===== config.mk =====
export PLATFORM = sky130hd
export DESIGN_NAME = iic_arbiter
export DESIGN_NICKNAME = d
export VERILOG_FILES = /design/src/rtl/iic_arbiter.sv
export SDC_FILE = /design/constraint.sdc
export NUM_CORES = 1
export LEC_CHECK = 0
export ABC_AREA = 1
export CAP_MARGIN = 20
export CORE_UTILIZATION = 55
export CTS_BUF_LIST = sky130_fd_sc_hd__clkbuf_8
export CTS_CLUSTER_SIZE = 14
export DETAILED_ROUTE_END_ITERATION = 8
export PLACE_DENSITY = 0.95
export SYNTH_ARGS = -nofsm -noshare
export SYNTH_HDL_FRONTEND = slang
export SYNTH_SLANG_ARGS = --single-unit

===== constraint.sdc =====
create_clock -name sys_clk -period 3.1 [get_ports sys_clk]
set_input_delay 0.93 -clock sys_clk [delete_from_list [all_inputs] [get_ports sys_clk]]
set_output_delay 0.93 -clock sys_clk [all_outputs]
set_load 0.1 [all_outputs]

===== src/rtl/iic_arbiter.sv =====
// iic_arbiter: round-robin arbiter that shares one IIC EEPROM controller
// between two requesters (A and B). One transaction is in flight at a time.
// Each transaction is issued with a single start pulse and guarded by a
// timeout. A write is followed by a recovery gap that covers the EEPROM
// internal write time.

module iic_arbiter #(
   parameter int unsigned TIMEOUT_CYC = 100_000,
   parameter int unsigned WR_GAP_CYC  = 250_000
) (
   input  logic        sys_clk,
   input  logic        sys_rst,
   input  logic        a_req,
   input  logic        b_req,
   input  logic        a_wr,
   input  logic        b_wr,
   input  logic        a_add_bit,
   input  logic        b_add_bit,
   input  logic [15:0] a_word_add,
   input  logic [15:0] b_word_add,
   input  logic [7:0]  a_wr_data,
   input  logic [7:0]  b_wr_data,
   output logic        a_ack,
   output logic        b_ack,
   output logic        a_err,
   output logic        b_err,
   output logic [7:0]  a_rd_data,
   output logic [7:0]  b_rd_data,
   output logic        iic_wr_en,
   output logic        iic_rd_en,
   output logic        iic_add_bit,
   output logic [15:0] iic_word_add,
   output logic [7:0]  iic_wr_data,
   input  logic [7:0]  iic_rd_data,
   input  logic        iic_done
);

   localparam logic [2:0] ST_IDLE  = 3'd0;
   localparam logic [2:0] ST_ISSUE = 3'd1;
   localparam logic [2:0] ST_WAIT  = 3'd2;
   localparam logic [2:0] ST_RESP  = 3'd3;
   localparam logic [2:0] ST_GAP   = 3'd4;

   localparam logic [31:0] TIMEOUT_LAST = 32'(TIMEOUT_CYC - 1);
   localparam logic [31:0] GAP_LAST     = 32'(WR_GAP_CYC - 1);

   logic [2:0]  state_q, state_d;
   logic [31:0] cnt_q, cnt_d;
   logic        last_q, last_d;
   logic        owner_q, owner_d;
   logic        wr_q, wr_d;
   logic        err_q, err_d;
   logic        add_bit_q, add_bit_d;
   logic [15:0] word_add_q, word_add_d;
   logic [7:0]  wr_data_q, wr_data_d;
   logic [7:0]  a_rd_q, a_rd_d;
   logic [7:0]  b_rd_q, b_rd_d;
   logic        grant_b;

   // Pick the winner. last_q=1 means B was served last, so a tie goes to A.
   always_comb begin
      grant_b = b_req & (~a_req | ~last_q);
   end

   // Next-state logic. Fields are latched only in IDLE. The shared counter
   // times the WAIT window and the post-write GAP, and is cleared on entry to each.
   always_comb begin
      state_d    = state_q;
      cnt_d      = cnt_q;
      last_d     = last_q;
      owner_d    = owner_q;
      wr_d       = wr_q;
      err_d      = err_q;
      add_bit_d  = add_bit_q;
      word_add_d = word_add_q;
      wr_data_d  = wr_data_q;
      a_rd_d     = a_rd_q;
      b_rd_d     = b_rd_q;
      case (state_q)
         ST_IDLE: begin
            if (a_req || b_req) begin
               owner_d    = grant_b;
               last_d     = grant_b;
               wr_d       = grant_b ? b_wr       : a_wr;
               add_bit_d  = grant_b ? b_add_bit  : a_add_bit;
               word_add_d = grant_b ? b_word_add : a_word_add;
               wr_data_d  = grant_b ? b_wr_data  : a_wr_data;
               state_d    = ST_ISSUE;
            end
         end
         ST_ISSUE: begin
            cnt_d   = '0;
            err_d   = 1'b0;
            state_d = ST_WAIT;
         end
         ST_WAIT: begin
            if (iic_done) begin
               err_d   = 1'b0;
               state_d = ST_RESP;
               if (!wr_q) begin
                  if (owner_q) b_rd_d = iic_rd_data;
                  else         a_rd_d = iic_rd_data;
               end
            end else if (cnt_q == TIMEOUT_LAST) begin
               err_d   = 1'b1;
               state_d = ST_RESP;
            end else begin
               cnt_d = cnt_q + 32'd1;
            end
         end
         ST_RESP: begin
            cnt_d = '0;
            if (wr_q && !err_q) state_d = ST_GAP;
            else                state_d = ST_IDLE;
         end
         ST_GAP: begin
            if (cnt_q == GAP_LAST) state_d = ST_IDLE;
            else                   cnt_d = cnt_q + 32'd1;
         end
         default: state_d = ST_IDLE;
      endcase
   end

   // State registers. Reset aborts any transaction silently and clears every latch.
   always_ff @(posedge sys_clk) begin
      if (sys_rst) begin
         state_q    <= ST_IDLE;
         cnt_q      <= '0;
         last_q     <= 1'b1;
         owner_q    <= 1'b0;
         wr_q       <= 1'b0;
         err_q      <= 1'b0;
         add_bit_q  <= 1'b0;
         word_add_q <= '0;
         wr_data_q  <= '0;
         a_rd_q     <= '0;
         b_rd_q     <= '0;
      end else begin
         state_q    <= state_d;
         cnt_q      <= cnt_d;
         last_q     <= last_d;
         owner_q    <= owner_d;
         wr_q       <= wr_d;
         err_q      <= err_d;
         add_bit_q  <= add_bit_d;
         word_add_q <= word_add_d;
         wr_data_q  <= wr_data_d;
         a_rd_q     <= a_rd_d;
         b_rd_q     <= b_rd_d;
      end
   end

   assign iic_wr_en    = (state_q == ST_ISSUE) &  wr_q;
   assign iic_rd_en    = (state_q == ST_ISSUE) & ~wr_q;
   assign iic_add_bit  = add_bit_q;
   assign iic_word_add = word_add_q;
   assign iic_wr_data  = wr_data_q;
   assign a_ack        = (state_q == ST_RESP) & ~owner_q;
   assign b_ack        = (state_q == ST_RESP) &  owner_q;
   assign a_err        = a_ack & err_q;
   assign b_err        = b_ack & err_q;
   assign a_rd_data    = a_rd_q;
   assign b_rd_data    = b_rd_q;

endmodule


; Word-level counts from Yosys, hierarchy flattened
; Index checks and enable logic that the tools add are counted.
[word_totals]
output_inout_bits = 47
input_bits = 65
register_bits = 80
wordCells = 66
[op_classes]
n_reduce_logical = 13
n_eq_ne = 12
mux = 17
addsub = 1
bitwise_logic = 12
[op_table]
columns = operator, count
row1 = 32-bit 2-to-1 mux, 3
row2 = 32-bit one-hot mux with 3 select lines, 1
row3 = "32-bit by 1-bit adder with 32-bit output, second input constant", 1
row4 = "32-bit by 17-bit == test with 1-bit output, second input constant", 1
row5 = "32-bit by 18-bit == test with 1-bit output, second input constant", 1
row6 = 16-bit 2-to-1 mux, 1
row7 = 3-bit 2-to-1 mux, 5
row8 = 3-bit one-hot mux with 5 select lines, 1
row9 = 4-bit AND reduction, 3
row10 = "2-bit inequality test, second input constant", 5
row11 = 8-bit 2-to-1 mux, 1
row12 = 1-bit bitwise AND, 7
row13 = "3-bit by 2-bit == test with 1-bit output, second input constant", 2
row14 = 1-bit 2-to-1 mux, 4
row15 = 1-bit NOT, 4
row16 = 2-bit AND reduction, 2
row17 = "3-bit by 1-bit == test with 1-bit output, second input constant", 1
row18 = "3-bit == test, second input constant", 1
row19 = 3-bit zero test, 1
row20 = "3-bit inequality test, second input constant", 1
row21 = 3-bit AND reduction, 1
row22 = 3-bit nonzero test, 1
row23 = 1-bit one-hot mux with 2 select lines, 1
row24 = 2-bit nonzero test, 1
row25 = 5 further kinds, 5

; Depth between registers and ports, before layout
[logic_depth]
word_depth = 4
ltp_mapped = 12
ltp_nobuf = 11

; Least setup slack after synthesis
; OpenSTA, ideal clock, no wires.
[synth_timing]
path_type = reg2out
startpoint = register state_q[0]
endpoint = output port a_err
arrival_ns = 2.778
n_path_buf = 0
path_slack_ns = -0.608
path_stages_with_launch = 5
required_time_ns = 2.170
cell_sequence = dfxtp_1 > nand2_1 > nor2_1 > inv_1 > nor3_1
[synth_via]
elab_chain_len = 3
[synth_lines]
columns = element, line
row1 = start: declaration, 47  ; logic [2:0] state_q, state_d;
row2 = start signal: assignment, 139  ; state_q <= state_d;
row3 = 3-bit by 2-bit == test with 1-bit output, 158  ; assign a_ack = (state_q == ST_RESP) & ~owner_q;
row4 = 1-bit bitwise AND, 158
row5 = 1-bit bitwise AND, 160  ; assign a_err = a_ack & err_q;
row6 = end: declaration, 25  ; output logic a_err,
; No other way between the ends.

; Worst setup path in the final report
[layout_timing]
startpoint = register state_q[0]
endpoint = output port b_err
[layout_via]
elab_chain_len = 3
[layout_lines]
columns = element, line
row1 = 3-bit by 2-bit == test with 1-bit output, 159  ; assign b_ack = (state_q == ST_RESP) & owner_q;
row2 = 1-bit bitwise AND, 159
row3 = 1-bit bitwise AND, 161  ; assign b_err = b_ack & err_q;
row4 = end: declaration, 26  ; output logic b_err,
; No other way between the ends.

==> impl_metrics.toml <==
[yosys]
synth_compound_gate_area_share = 0.1628
ys_seq_area_frac = 0.3537
yosysUniqueCellTypes = 24
muxShareOfSynthArea = 0
post_synth_xor_area_fraction = 0
yosysWarningCount = 0
synth.avg_cell_area_sq_um = 5.942
yosys.area_share.simple = 0.3938
postSynthNetCount = 828
combinational_family_with_the_most_area_after_synthesis = "simple AND/OR/NAND/NOR gates"
synth-adder-area-share = 0.002763
synthCells = 762
ys_seq_elements = 80
post_synth_instance_area_sq_um = 4528

[timing]
max_freq_mhz = 351.9
final.setup_skew_ps = 8.853
min_period_over_period = 0.9167
fin_hold_ws_ps = 494.3
fin_ws_ps = 258.3
final_number_of_hold_violating_endpoints = 0
finalSetupViolCount = 0
worst_slew_margin_rel = 0.6587
unrepaired_setup_endpoints_after_global_routing = "false"
worst_pin_slew_ps = 512.0
timing_max_transition_violations_final = 0
post-route-min-period_ps = 2842

[global_routing]
grt_remaining_overflow = 0
grt_start_max_net_pins = 59
first_global_vias = 5043
initial_antenna_violation_count = 0
grt_pass1_wl_mm = 22.94
grt_use_total = 0.3344

[setup_path]
startpoint_type = "flop"
crit_chain = "nand2_1 -> nor2_1 -> inv_1 -> nor3_1 -> buf_12"
worstSetupPathType = "reg -> out"
worst-endpoint-required_ps = 2170
worstPathMaxFanout = 10
critical_path_arrival_ps = 1910
critPathCaptureType = "output port"
worst_path_max_delay_cell = "sky130_fd_sc_hd__dfxtp_1"
maximum_single_stage_delay_on_the_critical_path_ps = 380

[clocking]
cts_buffers = 9
clock_tree.buffer_depth = 2
cts_post_setup_buffers_inserted = 0
cts-hold-fix-buffers = 0
clock-root-buffer = "sky130_fd_sc_hd__clkbuf_8"
cts_tree = "yes"
number_of_gates_given_a_new_drive_strength_after_cts = 0
clock_sinks = 80
cts.reportedPaths.clkPinSlew_ps = 90
ctsHtreeMaxLevel = 3
clk-insertion-delay-late_ps = 370

[placed_design]
hpwl_mm = 10.21
post-place-ws_ps = 461.0
port_buffers = 111
dpl_cell_area_sq_um = 5628
finalWeightedCongestion = 0.9432

[detailed_routing]
via_per_inst = 5.493
route.detailed.drc = 0
detail_route.first_pass.iterations = 5
top_layer_used = "met4"
detailroute.via_count = 5334
final_antenna_net_count = 0
met3_wirelength_mm = 1.350
wirelength_mm = 13.83
drt-initial-drc-count = 386
routed_wire_per_std_cell_um = 14.24
met2_routed_wirelength_mm = 6.433
met1_length_mm = 5.535

[pwr]
power_switching_share = 0.4405
switching_power_mw = 1.403
cell_internal_pwr_mw = 1.783
power.combinational.fraction = 0.373
power-per-cell-area_nw_per_um2 = 547.6
power.sequential.fraction = 0.386
max-vdd-ir-drop_mv = 0.4762
leakage_nw = 2.415
clock_power_share = 0.241

[finish]
mostFrequentLayoutCells = "sky130_fd_sc_hd__nand2_1, sky130_fd_sc_hd__nor2_1, sky130_fd_sc_hd__a21oi_1"
antenna_cells_inserted = 0
fillers = 584
mostFrequentLayoutCell = "sky130_fd_sc_hd__nand2_1"
nNetsFinal = 930
finalInstanceArea_sq_um = 5818
area_delta_synth_final_pct = 28.49
post_route_cells_drive_above_1_share = 0.09896

[floorplan]
num_rows = 32
placeableCoreArea_sq_um = 7848
die_height_um = 92.74
fp.dieW_um = 92.74
floorplan.die_area_sq_um = 8600
start_util = 0.5770
ioPinCount = 112

[run_status]
run_status = "complete, no violations"

[worst_hold_path]
hp-class = "reg -> reg"

[job]
max_cap_violations = 0
-- area by class of cell --
class,count,area (sq um),area share
timing repair buffer,121,1119,0.1923
multi-input combinational,586,2532,0.4353
clock buffer,10,137.6,0.02366
tap,102,127.6,0.02194
sequential,80,1602,0.2753
clock inverter,6,52.55,0.009032
inverter,66,247.7,0.04258
-- sequential cells by signal (all words and copies together) (netlist names), 3 cells and up --
signal	count
a_rd_data	8
b_rd_data	8
cnt_q	32
iic_word_add	16
iic_wr_data	8
state_q	3
-- power groups by stage --
stage | Sequential (mW) | Clock (mW) | Combinational [mW]
floorplan | 1.65 | 0 | 0.454
global placement | 1.24 | 0 | 1.15
detailed placement | 1.25 | 0 | 1.18
CTS | 1.23 | 0.769 | 1.18
global route | 1.24 | 0.821 | 1.28
finish | 1.23 | 0.768 | 1.19
-- cell usage after synthesis (all sizes together) --
cell type / instances / area, sq um
a21oi: 96 / 484.2
and2: 1 / 6.260
buf: 9 / 66.31
clkbuf: 21 / 80.07
clkinv: 2 / 7.510
dfxtp: 80 / 1602
ha: 1 / 12.51
inv: 64 / 240.2
nand2: 207 / 777.0
nand3: 41 / 232.7
nand4: 11 / 68.82
nor2: 174 / 673.1
nor3: 5 / 25.02
o21ai: 49 / 245.2
o21bai: 1 / 7.510
-- critical path, delay by kind of cell, from the launching register on --
family        cells  cell delay [ps]
flops             1              380
buf+inv           2              330
simple gates      3              840
-- final timing paths --
| check | start | end | slack, ps | depth (start not counted) |
|---|---|---|---|---|
| setup reg to reg | cnt_q[0] | cnt_q[27] | 1040 | 11 |
| setup / recovery | state_q[0] | b_err | 260 | 5 |
| hold reg to reg | err_q | err_q | 490 | 2 |
| hold / removal | err_q | err_q | 490 | 2 |
-- logic make-up after synthesis --
group | count (synthesis)
buffers and inverters | 96
adder cells (fa/ha/maj) | 1
flip-flops | 80
AND/OR/NAND/NOR | 439
AO/OA/AOI/OAI | 146
-- metrics by stage --
step,utilization,cells,total power [mW],TNS [ps]
final,0.7414,971,3.186,0
after global routing,0.7414,971,3.343,0
after CTS,0.7414,971,3.178,0
after detailed placement,0.7172,955,2.428,0
after global placement,0.7172,955,2.393,0
after floorplan,-,762,2.102,-1216
-- metal layers --
metal  global-route usage  vias to the layer above
li1                     -                     2627
met1               0.4042                     2403
met2               0.5438                      260
met3              0.09360                       44
met4               0.1667                        0
met5                    0                        -
(Power assumes the default switching activity.)
